$ cat config.mk
export PLATFORM = sky130hd
export DESIGN_NAME = oram_frontend_arbiter
export DESIGN_NICKNAME = d
export VERILOG_FILES = /design/src/rtl/oram_frontend_arbiter_pkg.sv /design/src/rtl/rr_arbiter.sv /design/src/rtl/oram_frontend_arbiter.sv
export SDC_FILE = /design/constraint.sdc
export NUM_CORES = 1
export LEC_CHECK = 0
export CORE_AREA = 2 2 173 175
export CTS_CLUSTER_DIAMETER = 120
export DETAILED_ROUTE_END_ITERATION = 10
export DIE_AREA = 0 0 175 177
export GPL_TIMING_DRIVEN = 0
export PLACE_DENSITY = 0.53
export SKIP_LAST_GASP = 1
export SLEW_MARGIN = 5
export SYNTH_ARGS = -nofsm -noshare
export SYNTH_HDL_FRONTEND = slang
export SYNTH_SLANG_ARGS = --single-unit
$ cat constraint.sdc
create_clock -name Clock -period 1.6 [get_ports Clock]
set_input_delay 0.24 -clock Clock [delete_from_list [all_inputs] [get_ports Clock]]
set_output_delay 0.24 -clock Clock [all_outputs]
set_load 0.01 [all_outputs]
$ cat src/rtl/oram_frontend_arbiter_pkg.sv
// oram_frontend_arbiter_pkg: command encodings, arbiter states and helpers shared by the frontend arbiter
package oram_frontend_arbiter_pkg;

    localparam logic [1:0] BECMD_Update  = 2'd0;
    localparam logic [1:0] BECMD_Append  = 2'd1;
    localparam logic [1:0] BECMD_Read    = 2'd2;
    localparam logic [1:0] BECMD_ReadRmv = 2'd3;

    typedef enum logic [1:0] {
        ST_Idle   = 2'd0,
        ST_Cmd    = 2'd1,
        ST_WrData = 2'd2,
        ST_RdData = 2'd3
    } arbState_t;

    function automatic logic isWriteCmd(input logic [1:0] cmd);
        return (cmd == BECMD_Update) || (cmd == BECMD_Append);
    endfunction

endpackage

$ cat src/rtl/rr_arbiter.sv
// rr_arbiter: round-robin picker; scans requests starting at StartPtr and returns the first hit
module rr_arbiter #(
    parameter int N = 2
) (
    input  logic [N-1:0]         Req,
    input  logic [$clog2(N)-1:0] StartPtr,
    output logic [N-1:0]         Winner,
    output logic [$clog2(N)-1:0] WinnerIdx,
    output logic                 Any
);

    localparam int IdxW = $clog2(N);

    logic [IdxW-1:0] cand;

    always_comb begin
        Winner = '0;
        WinnerIdx = '0;
        Any = 1'b0;
        cand = '0;
        for (int i = 0; i < N; i++) begin
            cand = IdxW'((int'(StartPtr) + i) % N);
            if (!Any && Req[cand]) begin
                Any = 1'b1;
                Winner[cand] = 1'b1;
                WinnerIdx = cand;
            end
        end
    end

endmodule

$ cat src/rtl/oram_frontend_arbiter.sv
// oram_frontend_arbiter: round-robin sharing of one ORAM frontend port; owner keeps it through command and full data phase
module oram_frontend_arbiter
    import oram_frontend_arbiter_pkg::*;
#(
    parameter int NumReq   = 2,
    parameter int ORAMB    = 512,
    parameter int ORAMU    = 32,
    parameter int FEDWidth = 64
) (
    input  logic                       Clock,
    input  logic                       Reset,
    input  logic [2*NumReq-1:0]        Req_Cmd,
    input  logic [ORAMU*NumReq-1:0]    Req_PAddr,
    input  logic [NumReq-1:0]          Req_CmdValid,
    output logic [NumReq-1:0]          Req_CmdReady,
    input  logic [FEDWidth*NumReq-1:0] Req_DataIn,
    input  logic [NumReq-1:0]          Req_DataInValid,
    output logic [NumReq-1:0]          Req_DataInReady,
    output logic [FEDWidth-1:0]        Req_DataOut,
    output logic [NumReq-1:0]          Req_DataOutValid,
    input  logic [NumReq-1:0]          Req_DataOutReady,
    output logic [1:0]                 Cmd,
    output logic [ORAMU-1:0]           PAddr,
    output logic                       CmdValid,
    input  logic                       CmdReady,
    output logic [FEDWidth-1:0]        DataIn,
    output logic                       DataInValid,
    input  logic                       DataInReady,
    input  logic [FEDWidth-1:0]        DataOut,
    input  logic                       DataOutValid,
    output logic                       DataOutReady,
    output logic [NumReq-1:0]          Grant,
    output logic                       Busy
);

    localparam int FEORAMBChunks = ORAMB / FEDWidth;
    localparam int CntW = $clog2(FEORAMBChunks + 1);
    localparam int IdxW = $clog2(NumReq);

    arbState_t state, stateNext;
    logic [NumReq-1:0] grantNext, winner;
    logic [IdxW-1:0] gIdx, gIdxNext, rrPtr, rrPtrNext, winIdx;
    logic [1:0] cmdNext;
    logic [ORAMU-1:0] paddrNext;
    logic [CntW-1:0] beatCnt, beatCntNext;
    logic anyReq, beatFire;

    logic [1:0] cmdArr [NumReq];
    logic [ORAMU-1:0] paddrArr [NumReq];
    logic [FEDWidth-1:0] dataArr [NumReq];

    for (genvar k = 0; k < NumReq; k++) begin : g_unpack
        assign cmdArr[k] = Req_Cmd[k*2 +: 2];
        assign paddrArr[k] = Req_PAddr[k*ORAMU +: ORAMU];
        assign dataArr[k] = Req_DataIn[k*FEDWidth +: FEDWidth];
    end

    rr_arbiter #(.N(NumReq)) uArb (
        .Req      (Req_CmdValid),
        .StartPtr (rrPtr),
        .Winner   (winner),
        .WinnerIdx(winIdx),
        .Any      (anyReq)
    );

    always_ff @(posedge Clock) begin
        if (!Reset) begin
            state <= ST_Idle;
            Grant <= '0;
            gIdx <= '0;
            rrPtr <= '0;
            Cmd <= '0;
            PAddr <= '0;
            beatCnt <= '0;
        end else begin
            state <= stateNext;
            Grant <= grantNext;
            gIdx <= gIdxNext;
            rrPtr <= rrPtrNext;
            Cmd <= cmdNext;
            PAddr <= paddrNext;
            beatCnt <= beatCntNext;
        end
    end

    // rrPtr holds the highest-priority index for the next pick, i.e. last grant + 1
    always_comb begin
        stateNext = state;
        grantNext = Grant;
        gIdxNext = gIdx;
        rrPtrNext = rrPtr;
        cmdNext = Cmd;
        paddrNext = PAddr;
        beatCntNext = beatCnt;
        Req_CmdReady = '0;
        CmdValid = 1'b0;
        DataIn = '0;
        DataInValid = 1'b0;
        Req_DataInReady = '0;
        Req_DataOut = '0;
        Req_DataOutValid = '0;
        DataOutReady = 1'b0;
        beatFire = 1'b0;
        case (state)
            ST_Idle: begin
                if (anyReq && Reset) begin
                    Req_CmdReady = winner;
                    grantNext = winner;
                    gIdxNext = winIdx;
                    cmdNext = cmdArr[winIdx];
                    paddrNext = paddrArr[winIdx];
                    rrPtrNext = (winIdx == IdxW'(NumReq - 1)) ? '0 : winIdx + 1'b1;
                    stateNext = ST_Cmd;
                end
            end
            ST_Cmd: begin
                CmdValid = 1'b1;
                if (CmdReady) begin
                    beatCntNext = '0;
                    stateNext = isWriteCmd(Cmd) ? ST_WrData : ST_RdData;
                end
            end
            ST_WrData: begin
                DataIn = dataArr[gIdx];
                DataInValid = Req_DataInValid[gIdx];
                Req_DataInReady[gIdx] = DataInReady;
                beatFire = Req_DataInValid[gIdx] && DataInReady;
            end
            ST_RdData: begin
                Req_DataOut = DataOut;
                Req_DataOutValid[gIdx] = DataOutValid;
                DataOutReady = Req_DataOutReady[gIdx];
                beatFire = DataOutValid && Req_DataOutReady[gIdx];
            end
            default: ;
        endcase
        if (beatFire) begin
            beatCntNext = beatCnt + 1'b1;
            if (beatCnt == CntW'(FEORAMBChunks - 1)) begin
                stateNext = ST_Idle;
                grantNext = '0;
            end
        end
    end

    assign Busy = (state != ST_Idle);

endmodule

== Word-level counts from Yosys, hierarchy flattened ==
Index checks and enable logic that the tools add are counted.
Operators by class
  $lt $le $gt $ge: 8
  multiplexer cells: 53
  equality and inequality tests: 5
  $add $sub $neg: 3
  bitwise logic cells: 5
  reductions and logical operators: 16
Operators by type and width (count)
  two-way mux 64 bit: 5
  two-way mux 32 bit: 3
  two-way mux 2 bit: 17
  two-way mux 1 bit: 20
  two-way mux 4 bit: 3
  logical AND 1 bit: 7
  less-than comparator 1 x 2 -> 1 bit, second input constant: 3
  nonzero test 2 bit: 3
  adder 4 x 1 -> 4 bit, second input constant: 1
  AND 2 bit: 2
  == test 2 x 1 -> 1 bit, second input constant: 2
  == test 2 bit, second input constant: 2
  == test 4 x 3 -> 1 bit, second input constant: 1
  >= comparator 2 bit, second input constant: 2
  zero test 2 bit: 2
  inverter 1 -> 2 bit: 2
  one-hot mux 2 bit (2 select lines): 1
  AND reduction 2 bit: 2
  demux 1 bit (select 1 bit): 3
  >= comparator 1 bit, second input constant: 3
  adder 1 bit, second input constant: 2
  bitwise OR 2 bit: 1
  one-hot mux 1 bit (2 select lines): 1
  zero test 1 bit: 1
  logical OR 1 bit: 1
Word-level totals
  logic and storage cells: 97
  output and inout bits: 174
  register bits: 44
  bits of input ports: 271

== Logic depth before layout (Yosys ltp) ==
Gate-level depths: netlist of run 1.
  depth in word-level cells: 11
  mapped depth: 6
  mapped depth without buffers: 4

== By module ==
A second synthesis of run 1 with hierarchy kept.
Second synthesis, totals
  cells, all modules: 448
  area, all modules: 3513.4 um^2
By module, submodules not included
  oram_frontend_arbiter: area each 3480.8 um^2, seq. area each 880.8 um^2, times used 1, cells each 443
  rr_arbiter: area each 32.5 um^2, seq. area each 0.0 um^2, times used 1, cells each 5

== Worst setup path before layout of run 1 ==
No wires, ideal clock.
  path type: reg-to-output
  start: register state[0]
  end: output port DataIn[23]
  path slack: 101 ps
  required time: 1360 ps
  stages on the path, launching flop included: 6
  path buffers: 3
  arrival time: 1259 ps
  path through: dfxtp_1 buf_4 nand2b_1 clkbuf_1 buf_1 nor2_1
On the way
  cells in the longest elaborated chain, start to end: 2
RTL lines
  from (decl): RTL line oram_frontend_arbiter.sv:40  | arbState_t state, stateNext;
  from (signal assigned): RTL line oram_frontend_arbiter.sv:68  | state <= ST_Idle;
  from (signal assigned): RTL line oram_frontend_arbiter.sv:76  | state <= stateNext;
  == test 2 bit: RTL line oram_frontend_arbiter.sv:104  | case (state)
  two-way mux 64 bit: RTL line oram_frontend_arbiter.sv:104
  to (decl): RTL line oram_frontend_arbiter.sv:26  | output logic [FEDWidth-1:0] DataIn,
Every way passes these cells.

== Worst setup path after layout of run 1 ==
  start: register gIdx
  end: output port DataIn[23]
On the way
  cells in the longest elaborated chain, start to end: 5
RTL lines
  from (decl): RTL line oram_frontend_arbiter.sv:42  | logic [IdxW-1:0] gIdx, gIdxNext, rrPtr, rrPtrNext, winIdx;
  from (signal assigned): RTL line oram_frontend_arbiter.sv:78  | gIdx <= gIdxNext;
  inverter 1 -> 2 bit (implied by the code): RTL line oram_frontend_arbiter.sv:124  | DataIn = dataArr[gIdx];
  two-way mux 64 bit (implied by the code) (3 in series): RTL line oram_frontend_arbiter.sv:124
  two-way mux 64 bit: RTL line oram_frontend_arbiter.sv:104
Every way passes these cells. The select of a mux whose other input is x is not followed.

==> run_results.csv, run 1 <==
group,metric,value,unit
clock_tree,cts-buffers-inserted,5,
sta,timing.final.ws_setup,-293.1,ps
yosys,syn_inst,443,
drt,post_drt_wl_per_cell,19.47,um
clock_tree,clock_latency,290,ps
worst_setup_path,r2r-start,"gIdx",
sta,worst_slew_pin_slew,695.0,ps
worst_setup_path,cp_slowest_stage_delay,320,ps
pwr,vdd_drop_max,0.0004100,V
worst_setup_path,r2r_end,"state[0]",
drt,routed_wl,26930,um
pwr,pwr_density_cell,473.5,nW/um^2
min_path,whs_path_depth,2,
sta,slew_headroom,53.66,%
drt,viasPerCell,4.021,
worst_setup_path,worstSetupEndpointType,"output pin",
pwr,leakagePower,4.692,nW
sta,hold_violations,0,
flow_run,cap_violations,0,
yosys,ys_warn_count,0,
worst_setup_path,critPathBufInv,6,
yosys,yosys.cell_types.count,33,
floorplan,die_y,177,um
pwr,p_total,5.273,mW
drt,vias,5561,
yosys,netlist_area,3453,um^2
drt,drc,0,
yosys,seq_area_frac_synth,25.51,%
drt,drtPass1Iterations,4,
worst_setup_path,r2r_slack,-200,ps
worst_setup_path,crit_fanout,5,
sta,fmax,528.2,MHz
clock_tree,tritoncts,"yes",
yosys,synthArstFlopShare,0,%
worst_setup_path,r2r_cells,9,
min_path,min_from,"Grant[0]",
sta,setup_viol,121,
floorplan,start_util,11.81,%
run_status,outcome,"finished, violations left",
clock_tree,cts.sinks,44,
grt,antenna_found_initial,4,
floorplan,ioPinCount,445,
sta,period_needed,1893,ps
grt,grt_pass1_wl,34170,um
yosys,synth.ff_latch_count,44,
worst_setup_path,worstSetupPathType,"register to output pin",
grt,first_global_vias,5280,
floorplan,rows,63,
grt,overflow,0,
sta,fin_skew,6.371,ps
run_status,violations,"setup timing",
yosys,avgSynthCellArea,7.795,um^2
floorplan,coreArea,29240,um^2
clock_tree,h-tree-depth,2,
place,portBuffers,444,
sta,final.setup.tns,-15240,ps
drt,ant_nets,0,
place,place_congestion,0.8310,
finish,area_growth,222.5,%
worst_setup_path,crit_path_frequent_cell,"buf_6",
clock_tree,cts.path.max_buffers,2,
min_path,min_to,"Grant[0]",
sta,fin_hold_ws,475.0,ps
finish,drive_gt1_share,48.59,%
worst_setup_path,crit_family,"buffers and inverters",
drt,drt_iter0_drc,126,
worst_setup_path,worstSetupStartpointType,"register",
grt,grt_max_degree,14,
worst_setup_path,path_cells,"buf_8 > buf_6 > buf_6 > clkbuf_16 > buf_6 > mux2i_1 > nor2_1 > buf_2",
finish,mostFrequentLayoutCells,"clkdlybuf4s50_1 (303), buf_6 (104), mux2i_1 (59)",
place,placed_area,8386,um^2
floorplan,dieArea,30980,um^2
sta,period_share,118.3,%
clock_tree,clk_pin_slew_worst_paths,70,ps
place,dpl.hpwl,20060,um
grt,grt_usage,14.68,%
floorplan,die_w,175,um
worst_setup_path,crit_arrival,1650,ps
finish,nets,1261,
finish,final_common_cell,"clkdlybuf4s50_1",
clock_tree,root_buffer,"clkbuf_16",
yosys,mappedNetlistNets,715,
place,pre_cts_ws,-1002,ps
worst_setup_path,cp_slowest_cell,"dfxtp_2",
min_path,hp-class,"register to register",
worst_setup_path,cp.required,1360,ps
sta,final_max_slew_viol_count,0,
sta,rsz0062_at_grt,"yes",
finish,stdcell_area,11140,um^2
yosys,synth_edf_count,0,
yosys,synthFlopType,"dfxtp_1",
worst max path at each step:
stage | cells past startpoint | to | slack, ps | from
2_1_floorplan | 5 | DataIn[23] | 100 | state[0]
3_3_place_gp | 5 | Req_CmdReady[1] | -1010 | Reset
3_5_place_dp | 6 | DataIn[59] | -1000 | state[0]
4_1_cts | 7 | DataIn[33] | -450 | state[0]
5_1_grt | 8 | DataIn[23] | -320 | gIdx
6_report | 8 | DataIn[23] | -290 | gIdx
cell type report:
class	instances	area [um^2]
buffer	40	609.3
clock buffer	6	128.9
sequential	44	889.6
timing repair buffer	546	5494
fill	2920	18110
antenna	3	7.507
tap	390	488.0
inverter	4	18.77
clock inverter	2	35.03
multi-input combinational	348	3465
what timing repair did:
action	4_1_cts	5_1_grt
endpoints found under the setup margin	182	180
hold buffers	0	0
pin swaps	9	102
setup buffers	29	58
gates cloned	4	18
resized for setup	589	490
metal layers:
metal	GRT usage, %	share of wire, %
met1	17.64	40
met5	0	0.048
met2	26.52	51
met3	3.737	6.7
met4	2.743	1.9
state kept, by name, summed over array words and instances (netlist names):
| register | cells |
|---|---|
| PAddr | 32 |
| beatCnt | 4 |
| Cmd | 2 |
| Grant | 2 |
| state | 2 |
| gIdx | 1 |
| rrPtr | 1 |
metrics by stage:
step | instances | utilization, %
4_1_cts | 1317 | 32.10
3_5_place_dp | 1277 | 28.67
2_1_floorplan | 443 | -
6_report | 1383 | 38.08
5_1_grt | 1383 | 38.08
3_3_place_gp | 1277 | 28.67
worst reg2reg max path, cell delays in order, from the launching register on:
cell and delay [ps]:
dfxtp_2 320, buf_8 130, buf_6 110, buf_6 130, mux2i_4 210, buf_12 150
o22a_4 220, buf_6 120, o21ai_4 230, a21oi_1 60
synth_stat cells (5+ instances only):
cell,instances,area (um^2)
clkbuf_1,24,90.09
and3_1,64,400.4
mux2i_1,100,1001
dfxtp_1,44,880.8
a21oi_1,5,25.02
nand3_1,5,25.02
o21ai_0,6,30.03
a211oi_1,34,255.2
nor2_1,109,409.1
buf_2,14,70.07
buf_4,5,37.54
logic make-up after synthesis:
group,share of synthesized area (%)
compound gates,10.83
simple gates,27.50
flops,25.51
fa+ha+maj,0.3623
buf+inv,6.812
mux,28.99
where the power goes:
| part | total, mW | switching [mW] | internal, mW |
|---|---|---|---|
| logic | 2.82 | 1.10 | 1.73 |
| clock network | 1.18 | 0.445 | 0.736 |
| registers | 1.27 | 0.0745 | 1.19 |
| total | 5.27 | 1.62 | 3.66 |
Note: power is estimated with default switching activity, not from simulation.
==> run 2, diff against run 1 <==
--- a/config.mk
+++ b/config.mk
@@ -9,6 +9,7 @@
 export CTS_CLUSTER_DIAMETER = 120
 export DETAILED_ROUTE_END_ITERATION = 10
 export DIE_AREA = 0 0 175 177
+export GPL_ROUTABILITY_DRIVEN = 0
 export GPL_TIMING_DRIVEN = 0
 export PLACE_DENSITY = 0.53
 export SKIP_LAST_GASP = 1
==> results of run 2 <==
The final DEF is identical to that of run 1; final timing and power are the same.
